--- src/rtl/regfile_wb_arbiter.sv ---
// regfile_wb_arbiter: round-robin write-back arbiter feeding one register-file write port, with a pending-write scoreboard
module regfile_wb_arbiter #(
  parameter int NREQ = 3,
  parameter int AW   = 6,
  parameter int DW   = 32
) (
  input  logic                 clk,
  input  logic                 rst,
  input  logic                 stall,
  input  logic [NREQ-1:0]      req_valid,
  input  logic [NREQ*AW-1:0]   req_addr,
  input  logic [NREQ*DW-1:0]   req_data,
  output logic [NREQ-1:0]      req_ready,
  input  logic                 alloc_valid,
  input  logic [AW-1:0]        alloc_addr,
  output logic                 we,
  output logic [AW-1:0]        wa,
  output logic [DW-1:0]        wd,
  output logic [2**AW-1:0]     busy
);
  localparam int PW = NREQ > 1 ? $clog2(NREQ) : 1;
  localparam int BW = 2**AW;
  logic [PW-1:0] ptr, gidx;
  logic          hit;
  int            j;
  logic [AW-1:0] sa;
  logic [DW-1:0] sd;
  logic [BW-1:0] clr, set;
  always_comb begin
    hit  = 1'b0;
    gidx = '0;
    j    = 0;
    for (int k = 0; k < NREQ; k++) begin
      j = (int'(ptr) + k) % NREQ;
      if (!hit && req_valid[j] && !stall && !rst) begin
        hit  = 1'b1;
        gidx = PW'(j);
      end
    end
    req_ready = hit ? NREQ'(1) << gidx : '0;
  end
  assign sa  = req_addr[gidx*AW +: AW];
  assign sd  = req_data[gidx*DW +: DW];
  assign clr = hit ? BW'(1) << sa : '0;
  assign set = alloc_valid ? BW'(1) << alloc_addr : '0;
  // a same-edge alloc overrides the clear, so the newer producer keeps the bit
  always_ff @(posedge clk) begin
    if (rst) begin
      ptr  <= '0;
      we   <= 1'b0;
      wa   <= '0;
      wd   <= '0;
      busy <= '0;
    end else begin
      we   <= hit;
      busy <= (busy & ~clr) | set;
      if (hit) begin
        ptr <= (gidx == PW'(NREQ-1)) ? '0 : gidx + 1'b1;
        wa  <= sa;
        wd  <= sd;
      end
    end
  end
endmodule

--- config.mk ---
export PLATFORM = sky130hd
export DESIGN_NAME = regfile_wb_arbiter
export DESIGN_NICKNAME = d
export VERILOG_FILES = /design/src/rtl/regfile_wb_arbiter.sv
export SDC_FILE = /design/constraint.sdc
export NUM_CORES = 1
export LEC_CHECK = 0
export CAP_MARGIN = 10
export CORE_MARGIN = 10
export CORE_UTILIZATION = 38
export DETAILED_ROUTE_END_ITERATION = 16
export GPL_ROUTABILITY_DRIVEN = 1
export PLACE_DENSITY_LB_ADDON = 0.3
export RECOVER_POWER = 50
export SYNTH_ARGS = -nofsm -noshare
export SYNTH_HDL_FRONTEND = slang
export SYNTH_SLANG_ARGS = --single-unit
--- constraint.sdc ---
create_clock -name clk -period 4.1 [get_ports clk]
set_clock_uncertainty 0.2 [all_clocks]
set_input_delay 1.025 -clock clk [delete_from_list [all_inputs] [get_ports clk]]
set_output_delay 1.025 -clock clk [all_outputs]
set_load 0.01 [all_outputs]
# Word-level counts from Yosys, hierarchy flattened
# Index checks and enable logic that the tools add are counted.
dict set report totals {
  word_cells 55
  register_bits 105
  output_inout_bits 106
  input_bits 127
}
dict set report op_classes {
  shifts 5
  div_mod_pow 3
  n_reduce_logical 12
  addsub 3
  n_mux 19
  bitwise 3
  n_lt_le_gt_ge 3
  multipliers 1
  n_eq_ne 1
}
# op count
set ops {}
lappend ops {{64-bit two-way mux} 2}
lappend ops {{1-bit by 6-bit left shift with 64-bit output (first input constant)} 2}
lappend ops {{32-bit by 4-bit < comparator with 1-bit output (second input constant)} 3}
lappend ops {{96-bit by 8-bit variable part select with 32-bit output} 1}
lappend ops {{64-bit bitwise AND} 1}
lappend ops {{32-bit by 3-bit remainder unit with 32-bit output (second input constant)} 2}
lappend ops {{64-bit inverter} 1}
lappend ops {{64-bit bitwise OR} 1}
lappend ops {{3-bit by 3-bit remainder unit with 32-bit output (second input constant)} 1}
lappend ops {{18-bit by 6-bit variable part select with 6-bit output} 1}
lappend ops {{1-bit two-way mux} 9}
lappend ops {{1-bit logical AND} 8}
lappend ops {{2-bit two-way mux} 4}
lappend ops {{1-bit binary-select mux with 2-bit select} 3}
lappend ops {{1-bit zero test} 4}
lappend ops {{2-bit by 2-bit multiplier with 4-bit output (second input constant)} 1}
lappend ops {{2-bit by 1-bit adder with 3-bit output (second input constant)} 1}
lappend ops {{2-bit by 2-bit adder with 3-bit output (second input constant)} 1}
lappend ops {{3-bit two-way mux} 1}
lappend ops {{1-bit by 2-bit left shift with 3-bit output (first input constant)} 1}
lappend ops {{2-bit by 1-bit adder with 2-bit output (second input constant)} 1}
lappend ops {{2-bit equality test (second input constant)} 1}

# Logic depth before layout (Yosys ltp)
# Gate-level depths: netlist (run 1).
dict set report depth {
  depth_word 24
  mapped_depth 14
  ltp_nobuf 10
}

# Worst setup path after synthesis (run 1)
# OpenSTA, ideal clock, no wires.
dict set report synth_timing {
  path_type {input-to-output}
  start {input stall}
  end {output req_ready[0]}
  slack_ps -225
  n_path_buf 2
  cell_stages 7
  arrival_time_ps 3100
  required_time_ps 2875
  cell_sequence {or3_4 > o22a_1 > a2111o_1 > o21a_2 > buf_6 > nor3_1 > buf_2}
}
dict set report synth_via {
  elab_chain_len 16
  elab_cells_between_ends 19
  classes_between {shift: 1; mux: 7; reduce/logical: 11}
}
# item line_no
set synth_lines {}
lappend synth_lines {{start, declared} 9} ;# input logic stall,
lappend synth_lines {{1-bit zero test (*)} 35} ;# if (!hit && req_valid[j] && !stall && !rst) begin
lappend synth_lines {{1-bit logical AND (2 in a row)} 35}
lappend synth_lines {{1-bit two-way mux} 35}
lappend synth_lines {{1-bit zero test} 35}
lappend synth_lines {{1-bit logical AND (3 in a row)} 35}
lappend synth_lines {{1-bit two-way mux} 35}
lappend synth_lines {{1-bit zero test} 35}
lappend synth_lines {{1-bit logical AND (3 in a row)} 35}
lappend synth_lines {{2-bit two-way mux} 35}
lappend synth_lines {{1-bit by 2-bit left shift with 3-bit output} 40} ;# req_ready = hit ? NREQ'(1) << gidx : '0;
lappend synth_lines {{3-bit two-way mux (*)} 40}
lappend synth_lines {{end, declared} 13} ;# output logic [NREQ-1:0] req_ready,
# Every way passes the cells marked *; elsewhere a longest branch is shown, timed or not.

# Final worst setup path (run 1)
dict set report layout_timing {
  start {input stall}
  end {output req_ready[2]}
}
# Same word-level chain as after synthesis.

==> results.md, run 1 <==
- Status: finished clean
- Overall Global Routing Usage: 21.3%
- Bufs and invs on worst path: 2
- CTS clk-pin slew, worst paths: 0.06 ns
- Mapped Nets: 728
- Crit path max-delay family: simple AND/OR/NAND/NOR gates
- Die height: 135 um
- Sequential share of power: 37.2%
- Post-route ant nets: 0
- Worst-Margin Slew: 0.665 ns
- Slowest cell delay on critical path: 0.53 ns
- Multi-input gate area: 2700 um2
- Post-Synthesis Cells: 598
- Worst path slowest cell: or4_1
- Port Buf Inserts: 232
- Initial Utilization: 39.2%
- Die width: 135 um
- Crit path required time: 2.87 ns
- CTS tree: done
- First-pass iteration count of the detailed router: 6
- Crit path arrival time: 2.83 ns
- Worst Hold Class: reg2reg
- Final setup vio count: 0
- Die area: 18,100 um2
- Largest net degree at the start of global routing: 69
- Setup_tns: 0 ns
- Clock group share of total power: 27.1%
- Post-route DRC: 0
- Unique masters post-synth: 46
- Peak supply drop: 0.000216 V
- Net Switching: 1.02 mW
- Sw Share: 32.4%
- Gpl congestion: 0.921
- H-tree levels: 3
- Sequence of cells on the critical path: dlygate4sd2_1 -> or3_4 -> or4_1 -> a21oi_1 -> or2_4 -> clkdlybuf4s15_2
- Starting DRT DRC Count: 481
- Cell Area, Synth: 4980 um2
- Clock latency on the worst-skew pair: 0.34 ns
- Register area share after synthesis: 42.2%
- Nets: 968
- Internal power: 2.13 mW
- Fin. Hold Viols: 0
- Final Cycle Share: 98.9%
- CORE AREA: 12,700 um2
- Maxcap violations: 0
- Root Buffer: clkbuf_16
- RSZ-0062 raised after global routing: false
- Placed Instance Area: 7710 um2
- Seq cells post-synth: 105
- FF+latch area: 2100 um2
- HPWL Detailed: 15.8 mm
- Grt ovf: 0
- Yosys warns: 0
- Pleak: 3.21 nW
- CTS Buf Count: 9
- Syn avg cell area: 8.33 um2
- WS Path Type: in2out
- First-pass GRT wire length: 31.1 mm
- CTS max path bufs: 2
- Total number of vias: 5,643
- I/O Pins: 233
- Routed wire length: 20.0 mm
- Filler cells: 1,114
- Comb pwr share: 35.8%
- Sinks on Clock Net: 105
- Initial antenna violation count: 0
- Pwr/cell area: 391 nW/um2
- FMAX: 247 MHz
- Crit start category: primary input
- Area Overhead vs Synth: 61.3%
- Critical path capture point type: output port
- Fin. max-slew vios: 0
- Minimum clock period: 4.06 ns
- Proportion of layout cells with a drive suffix above 1: 9.25%
- Vias/cell: 5.56
- Std-Cell Rows: 41
- CP max FO: 4
- Vias in the first global route: 5,811
- Worst-case headroom to the max-slew limit: 55.7%
- Antenna diode count: 0
- CTS Hold Bufs: 0
- Final Cell Area: 8040 um2
- Wirelength per Cell: 19.7 um
## worst reg2reg max path: stages, from the launching register on
cell and delay (ns):
dfxtp_1 0.39, inv_1 0.06, ha_1 0.28, or3_4 0.43, o22a_4 0.26, a2111o_1 0.31
o21a_2 0.16, buf_4 0.14, buf_4 0.18, o311a_1 0.38, or3_1 0.31, buf_4 0.21
o21ai_1 0.15, o21ai_1 0.09
## logic make-up after synthesis
logic type      synth area share, %
compound gates                 30.7
fa+ha+maj                     0.753
buf+inv                        4.90
flops                          42.2
mux                           0.628
simple gates                   20.8
## cell usage after synthesis (all sizes together)
cell    number  share of area (%)
o21ai      140                 14
o32ai        1               0.33
nand2       26                2.0
clkbuf      28                2.1
mux2         1               0.23
o311ai       6                2.0
inv          9               0.68
mux2i        2               0.40
nand3        8               0.80
nor2b       72                9.0
nand4       17                2.1
a2111o       1               0.23
or2          1               0.13
o22a         2               0.35
nor3        21                2.1
o211ai       6               0.90
or3          5               0.73
a211oi       5               0.85
o21bai       1               0.15
or4          1               0.15
nand2b       4               0.50
o311a        5                1.0
a221o       18                3.6
a22o         7                1.2
a222oi       7                1.4
nor3b        1               0.15
o22ai        1               0.13
ha           3               0.75
dfxtp      105                 42
a221oi       8                1.4
buf         18                2.1
or3b         1               0.18
a21boi       1               0.15
a211o        1               0.18
nor2        39                2.9
a21oi       24                2.4
o21a         2               0.33
## cell usage in the layout (no fill, tap or decap), types with 7 or more instances in the layout
cell type	synthesis	final
nor2_1	39	39
clkdlybuf4s50_1	0	121
buf_4	1	39
o21ai_0	98	98
a21oi_1	24	24
dfxtp_1	105	105
clkbuf_16	0	9
dlygate4sd3_1	0	103
a22o_1	7	7
nand4_1	17	17
inv_1	9	9
a221o_1	18	18
nor3_1	21	20
o21ai_1	42	42
a221oi_1	8	7
nand2_1	26	26
nand3_1	8	8
nor2b_1	72	72
a222oi_1	7	7
## flip-flops by register name, indices dropped and copies added, names as in the netlist
| register | flops |
|---|---|
| busy | 64 |
| we | 1 |
| wa | 6 |
| ptr | 2 |
| wd | 32 |
## cell type report
| type | count | area share [%] |
|---|---|---|
| clock buffer | 13 | 3.36 |
| clock inverter | 3 | 0.280 |
| inverter | 9 | 0.420 |
| multi-input combinational | 438 | 33.5 |
| sequential | 105 | 26.1 |
| tap | 172 | 2.68 |
| timing repair buffer | 275 | 33.6 |
## routing by layer
layer  global-route usage, %  share of wire, %  routed length (um)  vias to the layer above
met5                       0                 0                   0                        -
met4                    9.98               3.2                 640                        0
met3                    8.16                10                2010                       44
met2                    36.7                49                9830                      299
met1                    22.4                38                7540                     2613
li1                        -                 -                   -                     2687
## metrics by stage
stage / utilization, % / total power, mW / worst slack (ns) / hold WS [ns] / cells
floorplan: - / 1.74 / -0.0659 / 0.276 / 598
global placement: 60.6 / 2.32 / -0.551 / 0.239 / 998
detailed placement: 60.6 / 2.35 / -0.613 / 0.254 / 998
CTS: 63.0 / 3.19 / 0.0430 / 0.262 / 1014
global route: 63.2 / 3.29 / 0.0143 / 0.286 / 1015
finish: 63.2 / 3.15 / 0.0434 / 0.251 / 1015
## path summary, 6_finish.rpt
path / startpoint / endpoint / slack [ns] / depth (start not counted)
setup / recovery: stall / req_ready[2] / 0.04 / 6
hold / removal: wa[1] / wa[1] / 0.25 / 2
hold reg to reg: wa[1] / wa[1] / 0.25 / 2
setup reg to reg: ptr[0] / busy[34] / 0.41 / 13
## power groups by stage
stage	logic (mW)	clock network, mW	registers (mW)
2_1_floorplan	0.511	0	1.23
4_1_cts	1.16	0.859	1.18
3_5_place_dp	1.15	0	1.20
6_report	1.13	0.851	1.17
3_3_place_gp	1.13	0	1.19
5_1_grt	1.21	0.898	1.18
## repair_timing
action / CTS / global route
pin swaps: 4 / 3
resized for setup: 18 / 4
endpoints found under the setup margin: 3 / 2
buffers inserted: 0 / 1
Note: power is estimated with default switching activity, not from simulation.
==> run 2: changes to the inputs <==
CTS_CLUSTER_SIZE = 8   (was default)
PLACE_DENSITY = 0.78   (was default)
PLACE_DENSITY_LB_ADDON = default   (was 0.3)
==> results.md, run 2 (synthesis gave the netlist of run 1 again) <==
- Pleak: 3.21 nW (about the same)
- Wirelength per Cell: 19.8 um (was 19.7 um)
- Overall Global Routing Usage: 21.2% (was 21.3%)
- Die height: 135 um (unchanged)
- Std-Cell Rows: 41 (unchanged)
- Final setup vio count: 1 (was 0)
- Commonest non-fill, non-tap cell in the layout: clkdlybuf4s50_1 (unchanged)
- Crit path required time: 2.87 ns (about the same)
- Minimum clock period: 4.11 ns (was 4.06 ns)
- Most frequent cells in the layout: 122 x clkdlybuf4s50_1, 105 x dfxtp_1, 103 x dlygate4sd3_1 (was 121 x clkdlybuf4s50_1, 105 x dfxtp_1, 103 x dlygate4sd3_1)
- Pre-CTS setup slack: -0.560 ns (was -0.613 ns)
- H-tree levels: 3 (unchanged)
- CTS Hold Bufs: 0 (unchanged)
- Failing checks: setup timing
- Vias/cell: 5.60 (was 5.56)
- Post-route ant nets: 0 (unchanged)
- Pwr/cell area: 393 nW/um2 (was 391 nW/um2)
- Top Registers: busy (64), wd (32), wa (6) (unchanged)
- I/O Pins: 233 (unchanged)
- Routed wire length: 20.2 mm (was 20.0 mm)
- Grt ovf: 0 (unchanged)
- Area Overhead vs Synth: 61.4% (was 61.3%)
- Die width: 135 um (unchanged)
- Gpl congestion: 0.917 (was 0.921)
- Placed Instance Area: 7690 um2 (was 7710 um2)
- Initial Utilization: 39.2% (unchanged)
- Filler cells: 1,117 (was 1,114)
- CTS tree: done (unchanged)
- Crit start category: primary input (unchanged)
- Sinks on Clock Net: 105 (unchanged)
- Proportion of layout cells with a drive suffix above 1: 9.79% (was 9.25%)
- Vias in the first global route: 5,859 (was 5,811)
- Reg2Reg Setup Slack: 0.28 ns (was 0.41 ns)
- Clock latency on the worst-skew pair: 0.34 ns (about the same)
- Largest net degree at the start of global routing: 72 (was 69)
- WHS: 0.252 ns (was 0.251 ns)
- FF+latch area: 2100 um2 (unchanged)
- CTS Buf Count: 9 (unchanged)
- Crit path arrival time: 2.89 ns (was 2.83 ns)
- FMAX: 243 MHz (was 247 MHz)
- Post-route DRC: 0 (unchanged)
- Largest reg by FF count: busy (unchanged)
- Critical path capture point type: output port (unchanged)
- Status: finished with violations (was finished clean)
- Final Cell Area: 8050 um2 (was 8040 um2)
- CORE AREA: 12,700 um2 (unchanged)
- First-pass GRT wire length: 31.2 mm (was 31.1 mm)
- CTS max path bufs: 2 (unchanged)
- Die area: 18,100 um2 (unchanged)
- Fin. Hold Viols: 0 (unchanged)
- Nets: 973 (was 968)
- Antenna diode count: 0 (unchanged)
- Worst-case headroom to the max-slew limit: 51.1% (was 55.7%)
- Maxcap violations: 0 (unchanged)
- WS Path Type: in2out (unchanged)
- Root Buffer: clkbuf_16 (unchanged)
- First-pass iteration count of the detailed router: 5 (was 6)
- Port Buf Inserts: 232 (unchanged)
- Initial antenna violation count: 2 (was 0)
- CTS clk-pin slew, worst paths: 0.07 ns (was 0.06 ns)
- Largest register FFs: 64 (unchanged)
- Peak supply drop: 0.000224 V (was 0.000216 V)
- Setup slack after layout: -0.0133 ns (was 0.0434 ns)
- Multi-input gate area: 2700 um2 (about the same)
- Worst Hold Class: reg2reg (unchanged)
- Total number of vias: 5,712 (was 5,643)
- Final Cycle Share: 100% (was 98.9%)
- CP max FO: 4 (unchanged)
- Sequence of cells on the critical path: clkdlybuf4s50_1 -> buf_4 -> nand2_1 -> or4_4 -> a21oi_2 -> or2_4 -> clkdlybuf4s15_2 (was dlygate4sd2_1 -> or3_4 -> or4_1 -> a21oi_1 -> or2_4 -> clkdlybuf4s15_2)
- HPWL Detailed: 15.5 mm (was 15.8 mm)
- Worst path slowest cell: clkdlybuf4s50_1 (was or4_1)
- Worst-Margin Slew: 0.733 ns (was 0.665 ns)
- Fin. max-slew vios: 0 (unchanged)
- Slowest cell delay on critical path: 0.51 ns (was 0.53 ns)
- Starting DRT DRC Count: 473 (was 481)
-- run 2: cell types whose count changed in the layout (fill, tap and decap cells not counted), sizes merged --
cell	previous run	this run
buf	45	51
bufinv	0	1
clkbuf	13	10
clkdlybuf4s15	2	1
clkdlybuf4s50	121	122
clkinv	2	3
dlymetal6s2s	1	0
inv	10	11
-- run 2: critical path: cells and delay by family --
kind | cells | cell delay, ns
compound gates | 1 | 0.18
buf+inv | 3 | 0.90
simple gates | 3 | 0.77
-- run 2: timing repair --
action / CTS / global route
setup buffers: 3 / 0
resized for setup: 20 / 4
endpoints found under the hold margin: 0 / 0
pin swaps: 6 / 3
endpoints found under the setup margin: 3 / 2
-- run 2: per-layer routing --
layer | GRT usage (%) | up-vias | share of wire, %
met2 | 36.4 | 306 | 48
met1 | 22.9 | 2657 | 38
met3 | 8.20 | 57 | 10
li1 | - | 2688 | -
met4 | 8.28 | 4 | 3.0
met5 | 0 | - | 0.13
-- run 2: final timing paths --
kind / to / start / cells after the start
worst max-delay path: req_ready[2] / req_valid[2] / 7
worst min-delay path: wa[1] / wa[1] / 2
worst max register to register: busy[42] / ptr[0] / 13
worst min register to register: wa[1] / wa[1] / 2
-- run 2: report_power, final --
part	switching [mW]	leakage, nW	total (mW)	internal (mW)
Sequential	0.0504	0.854	1.17	1.12
Clock	0.384	0.147	0.862	0.478
Combinational	0.592	2.21	1.13	0.538
Total	1.03	3.21	3.16	2.13
-- run 2: layout make-up --
| type | instances | area share (%) |
|---|---|---|
| clock buffer | 10 | 2.85 |
| clock inverter | 6 | 0.824 |
| inverter | 9 | 0.420 |
| multi-input combinational | 438 | 33.6 |
| sequential | 105 | 26.1 |
| tap | 172 | 2.67 |
| timing repair buffer | 280 | 33.5 |
-- run 2: metrics by stage --
stage / power, mW / util (%) / std cells / setup TNS [ns]
finish: 3.16 / 63.2 / 1020 / -0.0133
CTS: 3.21 / 63.1 / 1020 / 0
detailed placement: 2.34 / 60.5 / 1001 / -17.80
global placement: 2.31 / 60.5 / 1001 / -12.74
global route: 3.31 / 63.2 / 1020 / -0.0630
floorplan: 1.74 / - / 598 / -0.0827
==> run 3: changes to the inputs <==
CORE_MARGIN = default   (was 10)
SLEW_MARGIN = 20   (was default)
==> results.md, run 3 (synthesis gave the netlist of run 1 again) <==
- Vias/cell: 5.53 (was 5.60)
- Initial antenna violation count: 0 (was 2)
- Crit path max-delay family: simple AND/OR/NAND/NOR gates (was buffers and inverters)
- Area Overhead vs Synth: 59.9% (was 61.4%)
- Commonest non-fill, non-tap cell in the layout: clkdlybuf4s50_1 (unchanged)
- Root Buffer: clkbuf_16 (unchanged)
- CP max FO: 4 (unchanged)
- Gpl congestion: 0.976 (was 0.917)
- RSZ-0062 raised after global routing: false
- Final Cycle Share: 98.5% (was 100%)
- CTS Buf Count: 9 (unchanged)
- Crit start category: primary input (unchanged)
- Crit-path most repeated cell: dlygate4sd2_1
- Sinks on Clock Net: 105 (unchanged)
- Std-Cell Rows: 41 (unchanged)
- Pleak: 3.18 nW (was 3.21 nW)
- CORE AREA: 12,700 um2 (unchanged)
- Largest register FFs: 64 (unchanged)
- H-tree levels: 3 (unchanged)
- Worst Hold Class: reg2reg (unchanged)
- Power Total: 3.12 mW (was 3.16 mW)
- Largest net degree at the start of global routing: 72 (unchanged)
- WS Path Type: in2out (unchanged)
- Fin. Hold Viols: 0 (unchanged)
- Die width: 117 um (was 135 um)
- Core Util, Final: 62.6% (was 63.2%)
- Worst path slowest cell: or4_1 (was clkdlybuf4s50_1)
- Bufs and invs on worst path: 2 (was 3)
- Antenna diode count: 0 (unchanged)
- Fin. max-slew vios: 0 (unchanged)
- Minimum clock period: 4.04 ns (was 4.11 ns)
- FMAX: 248 MHz (was 243 MHz)
- First-pass iteration count of the detailed router: 5 (unchanged)
- Worst-Margin Slew: 0.715 ns (was 0.733 ns)
- Post-route ant nets: 0 (unchanged)
- Overall Global Routing Usage: 26.2% (was 21.2%)
- Peak supply drop: 0.000200 V (was 0.000224 V)
- WHS: 0.263 ns (was 0.252 ns)
- Multi-input gate area: 2690 um2 (was 2700 um2)
- Worst-case headroom to the max-slew limit: 52.3% (was 51.1%)
- Status: finished clean (was finished with violations)
- Crit path arrival time: 2.81 ns (was 2.89 ns)
- Port Buf Inserts: 232 (unchanged)
- Initial Utilization: 39.2% (unchanged)
- Starting DRT DRC Count: 577 (was 473)
- Top Registers: busy (64), wd (32), wa (6) (unchanged)
- Die area: 13,600 um2 (was 18,100 um2)
- Routing usage on met2: 45.6% (was 36.4%)
- FF+latch area: 2100 um2 (unchanged)
- Nets: 967 (was 973)
- Wirelength per Cell: 17.4 um (was 19.8 um)
- First-pass GRT wire length: 27.2 mm (was 31.2 mm)
- Crit path required time: 2.87 ns (about the same)
- Filler cells: 1,137 (was 1,117)
- Vias in the first global route: 5,514 (was 5,859)
- Met1 Use GR: 29.1% (was 22.9%)
- Critical path capture point type: output port (unchanged)
- Die height: 117 um (was 135 um)
- Maxcap violations: 0 (unchanged)
- HPWL Detailed: 13.2 mm (was 15.5 mm)
- Most frequent cells in the layout: 121 x clkdlybuf4s50_1, 105 x dfxtp_1, 103 x dlygate4sd3_1 (was 122 x clkdlybuf4s50_1, 105 x dfxtp_1, 103 x dlygate4sd3_1)
- CTS clk-pin slew, worst paths: 0.06 ns (was 0.07 ns)
- Final setup vio count: 0 (was 1)
- Grt ovf: 0 (unchanged)
- Pwr/cell area: 392 nW/um2 (was 393 nW/um2)
- I/O Pins: 233 (unchanged)
- Clock latency on the worst-skew pair: 0.35 ns (was 0.34 ns)
- Largest reg by FF count: busy (unchanged)
- Met3 Resource Use GR: 6.59% (was 8.20%)
- Sequence of cells on the critical path: dlygate4sd2_1 -> or3_4 -> or4_1 -> a21oi_1 -> or2_2 -> dlygate4sd2_1 (was clkdlybuf4s50_1 -> buf_4 -> nand2_1 -> or4_4 -> a21oi_2 -> or2_4 -> clkdlybuf4s15_2)
- CTS tree: done (unchanged)
- Post-route DRC: 0 (unchanged)
- Routed wire length: 17.7 mm (was 20.2 mm)
- Proportion of layout cells with a drive suffix above 1: 8.31% (was 9.79%)
- Total number of vias: 5,604 (was 5,712)
- Busiest grt layer: met2 (unchanged)
- CTS max path bufs: 2 (unchanged)
- Slowest cell delay on critical path: 0.52 ns (was 0.51 ns)
[run 3: changes by cell type in the layout (fill, tap and decap cells not counted), moves of 2 or more]
| cell | change |
|---|---|
| buf_4 | -8 |
| buf_6 | +2 |
| clkbuf_1 | +4 |
| clkinv_2 | -2 |
| inv_6 | -2 |
[run 3: report_power, final]
group / total [mW] / internal, mW / switching [mW]
Clock: 0.867 / 0.492 / 0.375
Combinational: 1.09 / 0.525 / 0.562
Sequential: 1.17 / 1.12 / 0.0501
[run 3: final timing paths]
path | cells past startpoint | to | from | slack (ns)
worst max-delay path | 6 | req_ready[2] | stall | 0.06
worst min-delay path | 2 | wa[1] | wa[1] | 0.26
worst max register to register | 13 | busy[44] | ptr[0] | 0.37
worst min register to register | 2 | wa[1] | wa[1] | 0.26
[run 3: final cells by class]
class	instances	area share, %
Clock inverter	2	0.471
Inverter	9	0.424
Multi-Input combinational cell	438	33.7
Timing Repair Buffer	274	33.2
Tap cell	172	2.70
Clock buffer	14	3.19
Sequential cell	105	26.4
[run 3: timing repair]
item,in CTS,in global routing
setup buffers,1,1
endpoints found under the setup margin,3,1
pin swaps,4,3
gates resized for setup,16,5
hold buffers,0,0
[run 3: per-stage QoR]
stage               setup slack (ns)  TNS (ns)  cells  instance area, um2
CTS                          -0.0277   -0.0277   1013                7950
global route                  0.0219         0   1014                7970
floorplan                    -0.0659   -0.0827    598                4990
detailed placement            -0.529    -16.86    996                7640
global placement              -0.494    -11.62    996                7640
finish                        0.0621         0   1014                7970
[run 3: tightest hold or removal path, delay by kind of cell (launching register included)]
kind,cells,cell delay (ns)
DFF,1,0.31
AOI/OAI and AO/OA,1,0.05
and+or+nand+nor,1,0.05
[run 3: metal layers]
| layer | up-vias | part of all wire (%) |
|---|---|---|
| met2 | 286 | 50 |
| met1 | 2595 | 38 |
| met3 | 46 | 8.3 |
| li1 | 2677 | - |
| met4 | 0 | 3.7 |
| met5 | - | 0 |
==> variant 1 (settings of run 2) <==
Make the reset (`rst`) asynchronous in one clocked block.
--- a/src/rtl/regfile_wb_arbiter.sv
+++ b/src/rtl/regfile_wb_arbiter.sv
@@ -44,7 +44,7 @@
   assign clr = hit ? BW'(1) << sa : '0;
   assign set = alloc_valid ? BW'(1) << alloc_addr : '0;
   // a same-edge alloc overrides the clear, so the newer producer keeps the bit
-  always_ff @(posedge clk) begin
+  always_ff @(posedge clk or posedge rst) begin
     if (rst) begin
       ptr  <= '0;
       we   <= 1'b0;
Formal check against the unedited RTL: differs if rst is asserted again (counterexample within 4 cycles, from zero or initial values and one cycle with rst high); with rst held inactive, the same outputs for 4 cycles.
==> variant 1 against run 2 <==
The flow finishes with violations (capacitance limit, slew limit). Synthesized cell count grew 7.5%. Worst setup slack gained 0.083 ns. Worst hold slack improved by 0.053 ns. Area after synthesis grew 19%. Via count rose by 6.4%. Wire length up 14%. Sequential cell count stayed put. Final area increased by 14%. First-iteration DRC count shrank 6.8%. Non-clock buffer count is 12 higher.
Power is not compared: it rests on default switching activity, and its combinational part moved more than twofold at a synthesized area within 25%.
==> variant 1: results (changes against run 2) <==
* Final HPWL DP at 17.6 mm (+13%)
* Commonest cells post-synth: 112 x nand2_1, 105 x dfrtp_1, 57 x inv_1
* Hold path startpoint: wa[1]$_DFFE_PP0N_
* DP Area at 8840 µm² (+15%)
* Max layer used: met4
* Pin count of the biggest net entering global routing at 99 (+38%)
* Critical Path AT at 2.81 ns (-0.08 ns)
* Placer Congestion at 0.845 (-7.9%)
* Reg2reg end: busy[8]$_DFF_PP0_
* Crit Reg-Reg Startpoint: ptr[0]$_DFFE_PP0N_
* Met3 wire length at 2.39 mm (+15%)
* Synth Area per Inst at 9.23 µm² (+11%)
* Biggest regs: busy x64, wd x32, wa x6
* Placed cell count at 1095 (+9.4%)
* Worst hold endpoint: wa[1]$_DFFE_PP0N_
* Register-to-Register Path Depth at 14 (+1)
* Clock root buffer: clkbuf_16
* Metal2 WL at 11.5 mm (+18%)
* Top_reg_cell synth: dfrtp_1
* Clock buffer depth at 2 (unchanged)
* Vias in the first global route at 6305 (+7.6%)
* R2R Setup Slk at 0.38 ns (+0.10 ns)
* Clock slew at reported path FFs at 0.07 ns (about the same)
* CP peak stage delay at 0.38 ns (-0.13 ns)
* Seq/Total Area, Yosys at 44.3% (+2.1 points)
* Slew Viols, Final at 55 (+55)
* Slowest-stage cell, CP: or3_4
* 1st-iter DRT viols at 441 (-6.8%)
* First-pass GRT wire length at 35.9 mm (+15%)
* Post-DR vias/cell at 5.46 (-2.5%)
* Min Tclk post-route at 4.03 ns (-0.0826 ns)
* Gr usage total at 21.1% (-0.087 points)
* Post-Syn Nets at 773 (+6.2%)
* Fraction of layout cells with a size suffix above 1 at 12.9% (+3.1 points)
* CTS H-tree depth at 3 (unchanged)
* Main area contributors after synthesis: dfrtp_1 44%, nand2_1 7.1%, o211ai_1 6.2%
* Status: finished with violations
* First drt pass iteration count at 5 (unchanged)
* Final cell count without fillers at 1113 (+9.1%)
* Failing checks: capacitance limit, slew limit
* Synth unique cells at 50 (+8.7%)
* Share of flip-flops with an asynchronous set or reset at 100% (+100 points)
* Worst setup startpoint: stall
* # nets final at 1027 (+5.5%)
* Max-cap violations at 1 (+1)
* Hold depth at 2 (unchanged)
* IR drop worst, VDD at 301 µV
* Wire length on met1 at 8.51 mm (+10%)
* Worst-margin pin slew at 2.19 ns (+1.46 ns)
* Initial antenna violation count at 0 (-2)
* Pre-CTS setup slack at -0.583 ns (-0.0224 ns)
* Final wirelength at 22.9 mm (+14%)
* Worst hold path class: reg -> reg
[variant 1: changes by cell type in the layout (fill, tap and decap cells not counted), moves of 48 or more]
cell,change
dfrtp_1,+105
dfxtp_1,-105
o21ai_0,-94
nand2_1,+86
nor2b_1,-67
clkdlybuf4s50_1,+51
dlygate4sd3_1,-51
inv_1,+48
o31ai_1,+48
[variant 1: per-layer routing]
layer  up-vias  track usage [%]
met4         0             6.95
met2       307             36.5
met3        29             7.67
li1       2881                -
met5         -                0
met1      2863             23.4
[variant 1: through the flow]
stage,util [%],hold slack [ns],power [W]
2_1_floorplan,-,0.306,0.00295
6_report,59.9,0.306,0.00507
3_3_place_gp,58.0,0.286,0.00425
5_1_grt,59.9,0.329,0.00535
3_5_place_dp,58.0,0.291,0.00429
4_1_cts,60.0,0.313,0.00518
[variant 1: worst max-delay path, delay by kind of cell]
family / cells / cell delay, ns
buffers and inverters: 2 / 0.45
AOI/OAI and AO/OA: 1 / 0.26
and+or+nand+nor: 4 / 1.08
[variant 1: kinds of logic after synthesis]
family / count (synthesis) / synth area share [%]
AND/OR/NAND/NOR: 233 / 21.0
multiplexers: 5 / 0.864
buffers and inverters: 107 / 7.61
flip-flops: 105 / 44.3
AO/OA/AOI/OAI: 190 / 25.7
adder cells (fa/ha/maj): 3 / 0.632
[variant 1: timing repair]
action / CTS / global route
resized for setup: 19 / 1
endpoints found under the setup margin: 7 / 4
buffers inserted: 2 / 0
pin swaps: 4 / 1
[variant 1: worst max path at each step]
| stage | endpoint |
|---|---|
| 2_1_floorplan | req_ready[0] |
| 3_3_place_gp | req_ready[0] |
| 3_5_place_dp | req_ready[0] |
| 4_1_cts | req_ready[0] |
| 5_1_grt | req_ready[0] |
| 6_report | req_ready[0] |
[variant 1: layout make-up]
cell class                 instances  area (µm²)
clock buffer                      10         239
clock inverter                     6        56.3
fill                            1299        6110
inverter                          58         218
multi-input combinational        431        2900
sequential                       105        2630
tap                              211         264
timing repair buffer             292        2840
[variant 1: report_power, final]
part	switching (W)	internal (W)	total (W)	leakage [nW]
sequential	0.000171	0.00131	0.00148	1.11
clock	0.000433	0.000443	0.000875	0.147
combinational	0.00147	0.00125	0.00272	2.53
total	0.00207	0.00300	0.00507	3.79
==> variant 2 (flow settings as in run 2) <==
Without the edit above. Set the parameter `NREQ` to 5 (it was 3).
--- a/src/rtl/regfile_wb_arbiter.sv
+++ b/src/rtl/regfile_wb_arbiter.sv
@@ -1,6 +1,6 @@
 // regfile_wb_arbiter: round-robin write-back arbiter feeding one register-file write port, with a pending-write scoreboard
 module regfile_wb_arbiter #(
-  parameter int NREQ = 3,
+  parameter int NREQ = 5,
   parameter int AW   = 6,
   parameter int DW   = 32
 ) (
Ports: changed (resized req_addr, req_data, req_ready and req_valid); port bits go from 233 to 313. The function was not compared with the original's and may differ.
==> variant 2 against run 2 <==
First-iteration DRC count rose by 130%. Critical path type is now reg -> reg. Critical endpoint is now busy[57]$_SDFF_PP0_. Sequential cell count rose by 1. Highest routed layer is now met4. Worst setup slack got worse by 1.4 ns. Register-to-register slack got worse by 1.7 ns. Die area rose by 54%. Synthesized cell count rose by 61%. Utilization rose by 9.1 points. The run still ends with setup timing left. Total power rose by 89%. Area after synthesis rose by 64%. Final area rose by 90%. Largest power group is now combinational cells. Wire length rose by 120%.
==> variant 2: results (changes against run 2) <==
* Status: finished with violations
* Failing checks: setup timing
* Crit path max fanout at 10 (+6)
* First-pass GRT wire length at 54.5 mm (+74%)
* Pin count of the biggest net entering global routing at 69 (-4.2%)
* Setup Buffers After CTS at 13 (+10)
* Met3 GRT Util at 5.95% (-2.2 points)
* Vias in the first global route at 9342 (+59%)
* Metal2 WL at 21.1 mm (+120%)
* Final setup TNS at -90.38 ns (-90.37 ns)
* Placer Congestion at 0.904 (-1.4%)
* Seq/Total Area, Yosys at 25.9% (-16 points)
* Num Clock Sinks at 106 (+0.95%)
* Post-synthesis mux area share at 19.5% (+19 points)
* Slowest-stage cell, CP: o32ai_1
* Synth Area per Inst at 8.52 µm² (+2.3%)
* Setup-failing EPs final at 107 (+106)
* Critical Path AT at 5.53 ns (+2.64 ns)
* CP peak stage delay at 0.60 ns (+0.09 ns)
* Main area contributors after synthesis: dfxtp_1 26%, mux2i_1 18%, o32ai_1 6.9%
* Max layer used: met4
* Clock slew at reported path FFs at 0.09 ns (+0.02 ns)
* Switch share at 43.3% (+11 points)
* Worst setup startpoint: ptr[1]$_SDFFE_PP0N_
* # nets final at 1630 (+68%)
* IR drop worst, VDD at 247 µV (+10%)
* Filler cells at 1350 (+21%)
* WL per Instance at 26.4 µm (+33%)
* Final worst slack at -1.43 ns (-1.41 ns)
* Port Buf Inserts at 312 (+34%)
* Post-DR vias/cell at 6.11 (+9.1%)
* Met1 Track Usage GR at 29.0% (+6.1 points)
[variant 2: per-stage QoR]
stage	util, %	hold slack, ns	power [W]
4_1_cts	63.8	0.267	0.00491
6_report	72.3	0.271	0.00596
3_5_place_dp	59.6	0.254	0.00373
2_1_floorplan	-	0.279	0.00270
3_3_place_gp	59.6	0.247	0.00369
5_1_grt	72.3	0.294	0.00616
[variant 2: final cells by class]
cell class | instances | area [µm²] | area share [%]
well taps | 275 | 344 | 2.25
clock inverters | 7 | 91.3 | 0.597
inverters | 90 | 374 | 2.45
multi-input cells | 686 | 6820 | 44.6
repair buffers | 508 | 5300 | 34.6
clock buffers | 9 | 225 | 1.47
diodes | 6 | 15.0 | 0.0982
flip-flops and latches | 106 | 2130 | 13.9
[variant 2: power groups by stage]
stage,registers [W],logic [W],clock network (W)
after global placement,0.00115,0.00254,0
after CTS,0.00113,0.00284,0.000939
after detailed placement,0.00115,0.00257,0
after global routing,0.00114,0.00403,0.000991
after floorplan,0.00118,0.00152,0
final,0.00113,0.00388,0.000948
